<file path="config.mk">
export PLATFORM = sky130hd
export DESIGN_NAME = mult_datapath
export DESIGN_NICKNAME = d
export VERILOG_FILES = /design/src/rtl/mult_pkg.sv /design/src/rtl/mult_result_buf.sv /design/src/rtl/mult_datapath.sv
export SDC_FILE = /design/constraint.sdc
export NUM_CORES = 1
export LEC_CHECK = 0
export ABC_AREA = 1
export CAP_MARGIN = 30
export CORE_MARGIN = 4
export CORE_UTILIZATION = 45
export DETAILED_ROUTE_END_ITERATION = 8
export GPL_ROUTABILITY_DRIVEN = 1
export PLACE_DENSITY = 0.7
export SETUP_SLACK_MARGIN = 0.3
export SLEW_MARGIN = 20
export SYNTH_ARGS = -nofsm -noshare
export SYNTH_HDL_FRONTEND = slang
export SYNTH_SLANG_ARGS = --single-unit
export TNS_END_PERCENT = 100
</file>
<file path="constraint.sdc">
create_clock -name SYS_CLOCK -period 4.8 [get_ports SYS_CLOCK]
set_input_delay 0.48 -clock SYS_CLOCK [delete_from_list [all_inputs] [get_ports SYS_CLOCK]]
set_output_delay 0.48 -clock SYS_CLOCK [all_outputs]
set_load 0.1 [all_outputs]
</file>
<file path="src/rtl/mult_pkg.sv">
// Shared types for the repeated-addition multiplier (datapath and control FSM).
package mult_pkg;

    localparam int DEF_WIDTH  = 3;
    localparam int DEF_PWIDTH = 2 * DEF_WIDTH;

    typedef logic [DEF_WIDTH-1:0]  operand_t;
    typedef logic [DEF_PWIDTH-1:0] product_t;

    typedef enum logic [1:0] {
        ALU_SRC_SUM  = 2'd0,
        ALU_SRC_ZERO = 2'd1
    } alu_src_e;

    function automatic product_t zext_operand(input operand_t op);
        return {{DEF_WIDTH{1'b0}}, op};
    endfunction

endpackage

</file>
<file path="src/rtl/mult_result_buf.sv">
// One-entry product buffer with valid/ready handshake.
// Optional sticky overwrite detection when MULT_DP_OVERRUN_EN is defined.
module mult_result_buf
    import mult_pkg::*;
#(
    parameter int PW = DEF_PWIDTH
) (
    input  logic          clk,
    input  logic          rst,
    input  logic          load,
    input  logic [PW-1:0] d,
    input  logic          ready,
    output logic [PW-1:0] f,
    output logic          f_valid,
    output logic          overrun
);

    logic [PW-1:0] f_r;
    logic          valid_r;

    // Product register and valid flag; a new load wins over a same-cycle consume.
    always_ff @(posedge clk or posedge rst) begin
        if (rst) begin
            f_r     <= {PW{1'b0}};
            valid_r <= 1'b0;
        end else if (load) begin
            f_r     <= d;
            valid_r <= 1'b1;
        end else if (valid_r && ready) begin
            f_r     <= f_r;
            valid_r <= 1'b0;
        end else begin
            f_r     <= f_r;
            valid_r <= valid_r;
        end
    end

`ifdef MULT_DP_OVERRUN_EN
    logic overrun_r;

    // Sticky flag: a held result was replaced before the consumer took it.
    always_ff @(posedge clk or posedge rst) begin
        if (rst) begin
            overrun_r <= 1'b0;
        end else if (load && valid_r && !ready) begin
            overrun_r <= 1'b1;
        end else begin
            overrun_r <= overrun_r;
        end
    end

    assign overrun = overrun_r;
`else
    assign overrun = 1'b0;
`endif

    assign f       = f_r;
    assign f_valid = valid_r;

endmodule

</file>
<file path="src/rtl/mult_datapath.sv">
// Repeated-addition multiplier datapath: operand regs, accumulator, loop counter, result buffer.
// Build option: MULT_DP_OVERRUN_EN enables the sticky OVERRUN flag in the result buffer.
module mult_datapath
    import mult_pkg::*;
#(
    parameter int WIDTH = DEF_WIDTH
) (
    input  logic                 SYS_CLOCK,
    input  logic                 DP_ARESET,
    input  logic [WIDTH-1:0]     A,
    input  logic [WIDTH-1:0]     B,
    input  logic                 LOAD_A_REG,
    input  logic                 LOAD_B_REG,
    input  logic                 LOAD_R1_REG,
    input  logic                 ALU_CONT,
    input  logic                 MUX_IN1_CONT,
    input  logic                 SCLR,
    input  logic                 INC,
    input  logic                 LOAD_F_REG,
    output logic                 R2_LT_B,
    output logic [2*WIDTH-1:0]   F,
    output logic                 F_VALID,
    input  logic                 F_READY,
    output logic                 OVERRUN
);

    localparam int PW = 2 * WIDTH;

    logic [WIDTH-1:0] a_reg_r;
    logic [WIDTH-1:0] b_reg_r;
    logic [PW-1:0]    r1_r;
    logic [WIDTH-1:0] r2_r;
    logic [PW-1:0]    mux_in1_s;
    logic [PW-1:0]    alu_out_s;
    logic [WIDTH:0]   r2_next_s;

    // Operand capture, independent strobes per operand.
    always_ff @(posedge SYS_CLOCK or posedge DP_ARESET) begin
        if (DP_ARESET) begin
            a_reg_r <= {WIDTH{1'b0}};
            b_reg_r <= {WIDTH{1'b0}};
        end else begin
            a_reg_r <= LOAD_A_REG ? A : a_reg_r;
            b_reg_r <= LOAD_B_REG ? B : b_reg_r;
        end
    end

    // Input mux and ALU; A_REG is zero-extended so the sum never truncates for legal operands.
    always_comb begin
        mux_in1_s = {PW{1'b0}};
        alu_out_s = {PW{1'b0}};
        if (MUX_IN1_CONT) begin
            mux_in1_s = {PW{1'b0}};
        end else begin
            mux_in1_s = r1_r;
        end
        if (ALU_CONT) begin
            alu_out_s = {PW{1'b0}};
        end else begin
            alu_out_s = mux_in1_s + {{WIDTH{1'b0}}, a_reg_r};
        end
    end

    // Accumulator R1.
    always_ff @(posedge SYS_CLOCK or posedge DP_ARESET) begin
        if (DP_ARESET) begin
            r1_r <= {PW{1'b0}};
        end else if (LOAD_R1_REG) begin
            r1_r <= alu_out_s;
        end else begin
            r1_r <= r1_r;
        end
    end

    // Iteration counter R2; clear dominates increment.
    always_ff @(posedge SYS_CLOCK or posedge DP_ARESET) begin
        if (DP_ARESET) begin
            r2_r <= {WIDTH{1'b0}};
        end else if (SCLR) begin
            r2_r <= {WIDTH{1'b0}};
        end else if (INC) begin
            r2_r <= r2_r + {{(WIDTH-1){1'b0}}, 1'b1};
        end else begin
            r2_r <= r2_r;
        end
    end

    // Post-increment compare at WIDTH+1 bits so the loop runs exactly B_REG times.
    assign r2_next_s = {1'b0, r2_r} + {{WIDTH{1'b0}}, 1'b1};
    assign R2_LT_B   = (r2_next_s < {1'b0, b_reg_r});

    mult_result_buf #(
        .PW (PW)
    ) u_result_buf (
        .clk     (SYS_CLOCK),
        .rst     (DP_ARESET),
        .load    (LOAD_F_REG),
        .d       (r1_r),
        .ready   (F_READY),
        .f       (F),
        .f_valid (F_VALID),
        .overrun (OVERRUN)
    );

endmodule

</file>
### Word level (Yosys, flattened, before mapping)

Index checks and enable logic that the tools add are counted.

* bits in registers: 22
* word-level logic and storage cells: 19

* add/sub/neg operators: 3
* magnitude comparators: 1
* multiplexer cells: 6
* reduce and logical (&&, ||, !) cells: 3

Operators with widths (number)
* 2-to-1 mux 6 bit: 2
* adder 6 x 3 -> 6 bit: 1
* 2-to-1 mux 3 bit: 2
* adder 3 x 1 -> 4 bit (second input constant): 1
* less-than comparator 4 x 3 -> 1 bit: 1
* nonzero test 2 bit: 2
* adder 3 x 1 -> 3 bit (second input constant): 1
* 2-to-1 mux 1 bit: 2
* logical AND 1 bit: 1

### Logic depth before layout (Yosys ltp)

Gate-level depths: netlist (run 1).

* depth after elaboration: 3
* mapped depth: 10

### Modules after synthesis

Synthesis (run 1) repeated with hierarchy kept, for this count alone.

* cells, all modules: 131
* area, all modules: 1123.6 um^2

By module, submodules not included
* mult_datapath: times used 1, cells each 99, area an instance 850.8 um^2, sequential area each 375.4 um^2
* mult_result_buf: times used 1, cells each 32, area an instance 272.8 um^2, sequential area each 175.2 um^2

### Worst setup path after synthesis (run 1)

No wires, ideal clock.

* kind: flip-flop to output port
* start: register r2_r[0]
* end: output R2_LT_B
* arrival time: 3.328 ns
* data required time: 4.320 ns
* path slack: 0.992 ns
* stages on the path, launching flop included: 5
* path buffers: 0
* cell sequence: dfrtp_1 ha_1 ha_1 a21o_1 a211oi_1

* word-level cells in the longest chain between the ends: 2

Ends and longest elaborated chain
* start: declaration: line mult_datapath.sv:32 `logic [WIDTH-1:0] r2_r;`
* start signal: assignment: line mult_datapath.sv:78 `r2_r <= {WIDTH{1'b0}};`
* start signal: assignment: line mult_datapath.sv:80 `r2_r <= {WIDTH{1'b0}};`
* start signal: assignment: line mult_datapath.sv:82 `r2_r <= r2_r + {{(WIDTH-1){1'b0}}, 1'b1};`
* adder 3 x 1 -> 4 bit: line mult_datapath.sv:89 `assign r2_next_s = {1'b0, r2_r} + {{WIDTH{1'b0}}, 1'b1};`
* less-than comparator 4 x 3 -> 1 bit: line mult_datapath.sv:90 `assign R2_LT_B = (r2_next_s < {1'b0, b_reg_r});`
* end: declaration: line mult_datapath.sv:20 `output logic R2_LT_B,`

No other way between the ends.

### Worst setup path in the final report (run 1)

Same ends and word-level chain as after synthesis.

==> run summary, run 1 <==
The run finished with clean final reports. The tools report the number of clock sinks as 22. Count of instances resized after the clock tree is built: 0.

By area the synthesized netlist is led by sky130_fd_sc_hd__dfrtp_1 (50%), sky130_fd_sc_hd__nand2_1 (8.2%), sky130_fd_sc_hd__ha_1 (6.8%). The maximum net fanout on the critical path works out to 4. Relative slew slack: 0.3519.

The utilization of the core after routing came out at 0.6193. The run gives 1.654 mm as the detailed placement HPWL. The die covers 0.003289 mm^2. In this run the vertical extent of the chip is 57.35 um.

For the max-slew violation count, the log shows 0. The maximum level of the CTS H-tree was 1. The total count of hold-check failures in the final report is 0. The tools report the share of power burned in the clock network as 0.215. The first global-routing pass estimated 3.560 mm of wire. Sequential fraction of design power: 0.462. Relative to the synthesized area, the layout overhead comes to 27.40%. The count of buffers added on input and output ports is 24. Setup violations remaining at the end of the flow were counted as 0. Across the run, the number of max-cap violations was 0. Synthesis produced a netlist whose cell count is 122.

For the largest vdd supply drop, the log shows 0.2396 mV. The switching share of total power came out at 0.3553. 26 I/O pins were placed. The cell sitting at the root of the clock tree is a sky130_fd_sc_hd__clkbuf_4. The first routing iteration left 26 violations. For this run, the number of Yosys warnings is 0. Synthesis inferred 22 register bits. Summed over all cells, the static leakage comes to 0.6792 nW. In this run the core area contains 17 standard-cell rows.

TritonCTS built the clock tree. For this block, the routed nets add up to 2.082 mm of wire. Dominant cell type by area after synthesis: sky130_fd_sc_hd__dfrtp_1. The tools report the overflow left after global routing as 0. The area share of the largest cell type after synthesis is 0.5023, and the number of buffers inserted to repair setup after CTS is 0.

The distinct cell type count after synthesis came out at 23. The sequential share of the synthesized area was 0.5023. The maximum count of clock buffers along a single path was 2; the average via count per standard cell was 5.000. The ratio of total power to cell area is 326.8 mW/mm^2. The number of nets handed over by synthesis was 146. The total routing resource utilization after global routing was 0.1344. Subtracting the final worst setup slack from the clock period gives 3.378 ns. For the pin with the worst max-slew slack, the measured transition is 0.9692 ns. The logs give 0.323 for the relative contribution of combinational cells to total power and 4 for the total iterations of the first detailed-routing run. The number of clock buffers added by TritonCTS is 3.

The average routed wire per standard cell is 11.83 um, and the proportion of layout cells with a drive suffix above 1 is 0.07432. The clock transition at the register clock pins on the worst setup and hold paths after CTS was 0.11 ns; the arrival time reported for the critical path endpoint was 2.90 ns. The logs give 0 for the initial antenna violation count and 0.4861 for the starting utilization of the core area. Number of antenna-violating nets in the routed design: 0. The run gives 0 as the antenna cell count. Cell internal power was estimated by the tool at 294.2 uW. The worst endpoint required time was 4.32 ns.

Remaining design rule violation count: 0. The tools report the number of global-route vias before repair as 863. The final worst clock skew is 0.002355 ns, and the final clock period utilization by the worst path is 0.7038. The die is 57.35 um wide.

The core region is 0.002255 mm^2. The class of the most critical setup path is reg -> out. The worst hold path class is reg -> reg.

The worst setup path is launched from a flip-flop. The later pin in the worst-skew pair is clocked with a latency of 0.29 ns. Based on the critical path, the design can be clocked at up to 0.2960 GHz.

The number of nets in the finished design came out at 173. The logs give 0 for the total of hold buffers inserted after clock tree synthesis and 880 for the via total after detailed routing. For this design the total switching power over the nets is 162.1 uW. The setup total negative slack is 0 ns. The tools report the kind of end point of the critical path as a primary output. Entering global routing, the biggest net connects 23 pins. Final RePlAce weighted congestion: 0.8715. The tools report the cell area after synthesis as 0.001096 mm^2. Averaged over all synthesized cells, the footprint is 8.984 um^2.

Setup repair after global routing left no endpoint under its margin.
==> power groups by stage <==
stage | Sequential, mW | Clock [mW] | Combinational (mW)
finish | 0.211 | 0.0983 | 0.147
global route | 0.213 | 0.108 | 0.159
CTS | 0.211 | 0.102 | 0.149
detailed placement | 0.215 | 0 | 0.148
global placement | 0.214 | 0 | 0.144
floorplan | 0.250 | 0 | 0.0693
==> state kept, by name, summed over array words and instances (netlist names) <==
| signal | count |
|---|---|
| a_reg_r | 3 |
| b_reg_r | 3 |
| r1_r | 6 |
| r2_r | 3 |
| u_result_buf.f | 6 |
| u_result_buf.f_valid | 1 |
==> stage by stage <==
step | total power [mW] | instance area [um^2] | cells | hold slack (ns) | setup slack (ns)
global placement | 0.3580 | 1360 | 172 | 0.4665 | 1.813
detailed placement | 0.3628 | 1360 | 172 | 0.4684 | 1.737
finish | 0.4563 | 1396 | 176 | 0.4957 | 1.422
global route | 0.4798 | 1396 | 176 | 0.5095 | 1.265
CTS | 0.4611 | 1396 | 176 | 0.4989 | 1.399
floorplan | 0.3194 | 1096 | 122 | 0.4491 | 0.9917
==> worst max-delay path: stages, from the launching register on <==
cell and delay, ns:
sky130_fd_sc_hd__dfrtp_1 0.44, sky130_fd_sc_hd__ha_1 0.33, sky130_fd_sc_hd__ha_1 0.28, sky130_fd_sc_hd__a21o_1 0.18
sky130_fd_sc_hd__a211oi_1 0.21, sky130_fd_sc_hd__clkdlybuf4s50_1 1.17
==> cell type report <==
cell class                      count  area, um^2
Multi-Input combinational cell     78       459.2
Clock buffer                        4       36.28
Sequential cell                    22       550.5
Timing Repair Buffer               24       240.2
Inverter                           20       75.07
Tap cell                           28       35.03
Fill cell                         200       858.3
==> final timing paths <==
| check | start | endpoint | slack [ns] | depth (start not counted) |
|---|---|---|---|---|
| max | r2_r[0] | R2_LT_B | 1.42 | 5 |
| min | u_result_buf.f[5] | u_result_buf.f[5] | 0.50 | 2 |
| max reg2reg | r1_r[0] | r1_r[4] | 3.04 | 10 |
| min reg2reg | u_result_buf.f[5] | u_result_buf.f[5] | 0.50 | 2 |
| max in group asynchronous | DP_ARESET | r1_r[4] | 3.67 | 2 |
| min in group asynchronous | DP_ARESET | b_reg_r[1] | 0.63 | 2 |
==> metal layers <==
layer  track usage  vias up  wire length [um]
li1              -      442                 -
met1        0.1657      413               911
met2        0.2290       21              1020
met3       0.02715        4               117
met4       0.05298        0                31
met5             0        -                 0
==> logic make-up (layout without fill, tap and decap cells) <==
group,Yosys count,in the layout,share of synthesized area
compound gates,21,21,0.1107
xor+xnor,2,2,0.01598
fa+ha+maj,7,7,0.08676
buf+inv,22,48,0.07876
flops,22,22,0.5023
mux,4,4,0.04109
other cells,1,1,0.003421
simple gates,43,43,0.1610
==> Yosys cell counts <==
cell and n:
sky130_fd_sc_hd__or2_1 1, sky130_fd_sc_hd__dfrtp_1 22, sky130_fd_sc_hd__o21ai_0 14, sky130_fd_sc_hd__clkbuf_1 1, sky130_fd_sc_hd__nand3_1 4, sky130_fd_sc_hd__o21ai_2 1
sky130_fd_sc_hd__buf_4 1, sky130_fd_sc_hd__nor2_2 1, sky130_fd_sc_hd__o22ai_1 2, sky130_fd_sc_hd__ha_1 6, sky130_fd_sc_hd__xor2_1 1, sky130_fd_sc_hd__o211ai_1 1
sky130_fd_sc_hd__inv_1 19, sky130_fd_sc_hd__mux2_2 4, sky130_fd_sc_hd__inv_2 1, sky130_fd_sc_hd__fa_1 1, sky130_fd_sc_hd__nand2_1 24, sky130_fd_sc_hd__a21o_1 1
sky130_fd_sc_hd__xnor2_1 1, sky130_fd_sc_hd__nand4_1 2, sky130_fd_sc_hd__a211oi_1 2, sky130_fd_sc_hd__nor2_1 11, sky130_fd_sc_hd__conb_1 1
==> layout by cell type, fill, tap and decap left out, drive strengths merged <==
cell type	count
xnor2	1
a211oi	2
nand2	24
or2	1
ha	6
conb	1
clkdlybuf4s50	24
a21o	1
clkbuf	4
nand3	4
o22ai	2
dfrtp	22
xor2	1
o211ai	1
inv	20
nand4	2
fa	1
o21ai	15
mux2	4
nor2	12
No activity file was read; power rests on OpenSTA's default activity.
==> inputs of run 2 (changes only) <==
--- a/config.mk
+++ b/config.mk
@@ -8,7 +8,7 @@
 export ABC_AREA = 1
 export CAP_MARGIN = 30
 export CORE_MARGIN = 4
-export CORE_UTILIZATION = 45
+export CORE_UTILIZATION = 43
 export DETAILED_ROUTE_END_ITERATION = 8
 export GPL_ROUTABILITY_DRIVEN = 1
 export PLACE_DENSITY = 0.7
==> constraint.sdc (replaced) <==
create_clock -name SYS_CLOCK -period 2.8 [get_ports SYS_CLOCK]
set_input_delay 0.28 -clock SYS_CLOCK [delete_from_list [all_inputs] [get_ports SYS_CLOCK]]
set_output_delay 0.28 -clock SYS_CLOCK [all_outputs]
set_load 0.1 [all_outputs]
==> run 2 against run 1 <==
  * Sequential power rose by 71%
  * First-iteration DRC count shrank 38%
  * Register-to-register slack worse by 2.0 ns
  * Combinational power is 84% higher
  * Critical path type unchanged
==> run summary, run 2 (synthesis gave the netlist of run 1 again) <==
The worst setup path is of the reg -> out kind. The number of buffers inserted to repair setup after CTS is 0 (unchanged). The logs give 550.5 um^2 (unchanged) for the storage element area and 0.4381 GHz for the highest clock frequency the design can meet. The maximum count of clock buffers along a single path is 2 (unchanged). The die span in x is 58.49 um (+2.0%), and the count of instances resized after the clock tree is built is 0 (unchanged).

Total wirelength of the detailed-routed design: 1.927 mm (-7.4%). The tools report the worst-skew pair later-pin latency as 0.29 ns (about the same). The overflow left after global routing was 0 (unchanged).

The final worst clock skew was 0.002110 ns (-0.0002445 ns); the overall die area was 0.003421 mm^2 (+4.0%). The tools report the largest vdd supply drop as 0.3498 mV (+46%). The reg2reg setup slack is 1.07 ns (-1.97 ns). The tools report the kind of end point of the critical path as a primary output. The tools report the post-place setup slack as 0.6052 ns (-1.132 ns).

The logs give 0 (unchanged) for the total count of hold-check failures in the final report and 3 (unchanged) for the clock buffer count from CTS. The endpoint identified for the worst register-to-register timing path is r1_r[4]. The pin count of the biggest net entering global routing came out at 23 (unchanged).

The worst slack on hold paths is 0.4194 ns (-0.07631 ns), and the proportion of layout cells with a drive suffix above 1 is 0.1351 (+0.06081). The depth of the worst register-to-register path came out at 10 (unchanged). The average routed wire per standard cell is 10.83 um (-8.5%), and the instance count after placement with tap cells included is 174 (+1.2%). The routed design could run at a clock period as short as 2.283 ns. The clock transition at the register clock pins on the worst setup and hold paths after CTS came out at 0.11 ns (about the same). Number of clock sinks: 22 (unchanged). Via total after detailed routing: 844 (-4.1%). The run gives 3.387 mm (-4.9%) as the wire length of the first global-routing pass.

Compared with the post-synthesis result, the final layout area differs by 28.08%. The detailed placement HPWL was 1.568 mm (-5.2%). The initial antenna violation count came out at 0 (unchanged). The top cell types in the final layout, fill and taps aside, are sky130_fd_sc_hd__nand2_1 (24), sky130_fd_sc_hd__dfrtp_1 (22), sky130_fd_sc_hd__inv_1 (19). The run gives 0.002455 mm^2 (+8.9%) as the placeable core area. For the filler-free cell count of the finished design, the log shows 178 (+1.1%).

The die boundary height is 58.49 um (+2.0%). The number of DRC markers in iteration 0 is 16 (-38%). The maximum net fanout on the critical path works out to 4 (unchanged).

For the setup total negative slack, the log shows 0 ns (unchanged). In this run the worst setup path begins at r2_r[0]. The number of global-route vias before repair is 836 (-3.1%), and the final clock period utilization by the worst path is 0.8153. The number of maximum-capacitance violations was 0 (unchanged). In this run the critical register-to-register path is launched from r1_r[0].

The starting utilization of the core area came out at 0.4465 (-0.03964). The cell leakage power came out at 0.6994 nW (+3.0%). Setup repair after global routing left no endpoint under its margin. The tools report the number of primary I/O pins as 26 (unchanged).

The max-slew violation count was 0 (unchanged). Average via count per standard cell: 4.742 (-5.2%). The measured slew at the worst slew-check pin came out at 0.7826 ns (-0.1865 ns).

In this run the clock root is driven by a sky130_fd_sc_hd__clkbuf_4. Final RePlAce weighted congestion: 0.8642 (-0.84%). The tools report the worst endpoint required time as 2.52 ns (-1.80 ns).

The run gives 471.7 um^2 (+2.7%) as the multi-input logic area. The flow ran to the end, and the final reports show no timing, DRC or antenna violations. The relative slew slack was 0.4777 (+0.1258).

The remaining design rule violation count is 0 (unchanged). For the maximum level of the CTS H-tree, the log shows 1 (unchanged). The antenna cell count was 0 (unchanged); the number of antenna-violating nets in the routed design was 0 (unchanged).

The worst hold path belongs to the class in -> async. The number of nets in the finished design came out at 173 (unchanged). TritonCTS built the clock tree. The library cell used most frequently in the layout, excluding fill and tap cells, is sky130_fd_sc_hd__nand2_1. The run gives 232 (+16%) as the layout filler cell count. The worst setup path is launched from a flip-flop.

The tools report the final-report setup violation count as 0 (unchanged). The total iterations of the first detailed-routing run was 4 (unchanged); the ratio of total power to cell area was 566.3 mW/mm^2 (+73%). The arrival time reported for the critical path endpoint was 2.00 ns (-0.90 ns).

The total of hold buffers inserted after clock tree synthesis was 0 (unchanged). The logs give 18 (+1) for the number of placement rows and 0.1271 (-0.007283) for the total routing resource utilization after global routing. The port buffer count came out at 24 (unchanged).

The run gives 0.5173 ns (-0.9045 ns) as the final setup slack of the worst path.
[run 2: final cells by class]
| class | instances | share of cell area |
|---|---|---|
| timing repair buffer | 24 | 0.1658 |
| inverter | 20 | 0.05348 |
| multi-input combinational | 78 | 0.3360 |
| sequential | 22 | 0.3922 |
| clock buffer | 4 | 0.02585 |
| tap | 30 | 0.02674 |
[run 2: how the worst max path moves through the flow]
stage / end / slack [ns] / depth (start not counted)
2_1_floorplan: R2_LT_B / 0.47 / 4
3_3_place_gp: r1_r[4] / 0.66 / 10
3_5_place_dp: r1_r[4] / 0.61 / 10
4_1_cts: R2_LT_B / 0.51 / 5
5_1_grt: R2_LT_B / 0.46 / 5
6_report: R2_LT_B / 0.52 / 5
[run 2: critical path, cell delays in order, from the launching register on]
cell and delay (ns):
sky130_fd_sc_hd__dfrtp_1 0.45, sky130_fd_sc_hd__ha_1 0.34, sky130_fd_sc_hd__ha_1 0.28, sky130_fd_sc_hd__a21o_1 0.20
sky130_fd_sc_hd__a211oi_4 0.24, sky130_fd_sc_hd__buf_12 0.21
[run 2: report_power, final]
group / total [mW] / internal, mW / switching, mW
logic: 0.270 / 0.0923 / 0.178
clock network: 0.164 / 0.0791 / 0.0849
registers: 0.361 / 0.345 / 0.0153
total: 0.795 / 0.517 / 0.278
[run 2: per-stage QoR]
step / power [mW] / util / area (um^2)
finish: 0.7950 / 0.5719 / 1404
global placement: 0.6364 / 0.5571 / 1368
floorplan: 0.5591 / - / 1109
global route: 0.8402 / 0.5719 / 1404
CTS: 0.8058 / 0.5719 / 1404
detailed placement: 0.6396 / 0.5571 / 1368
[run 2: routing by layer]
layer  share of wire  global-route usage
met1            0.46              0.1610
met2            0.48              0.2105
met3           0.055             0.02193
met4          0.0062             0.05960
met5               0                   0
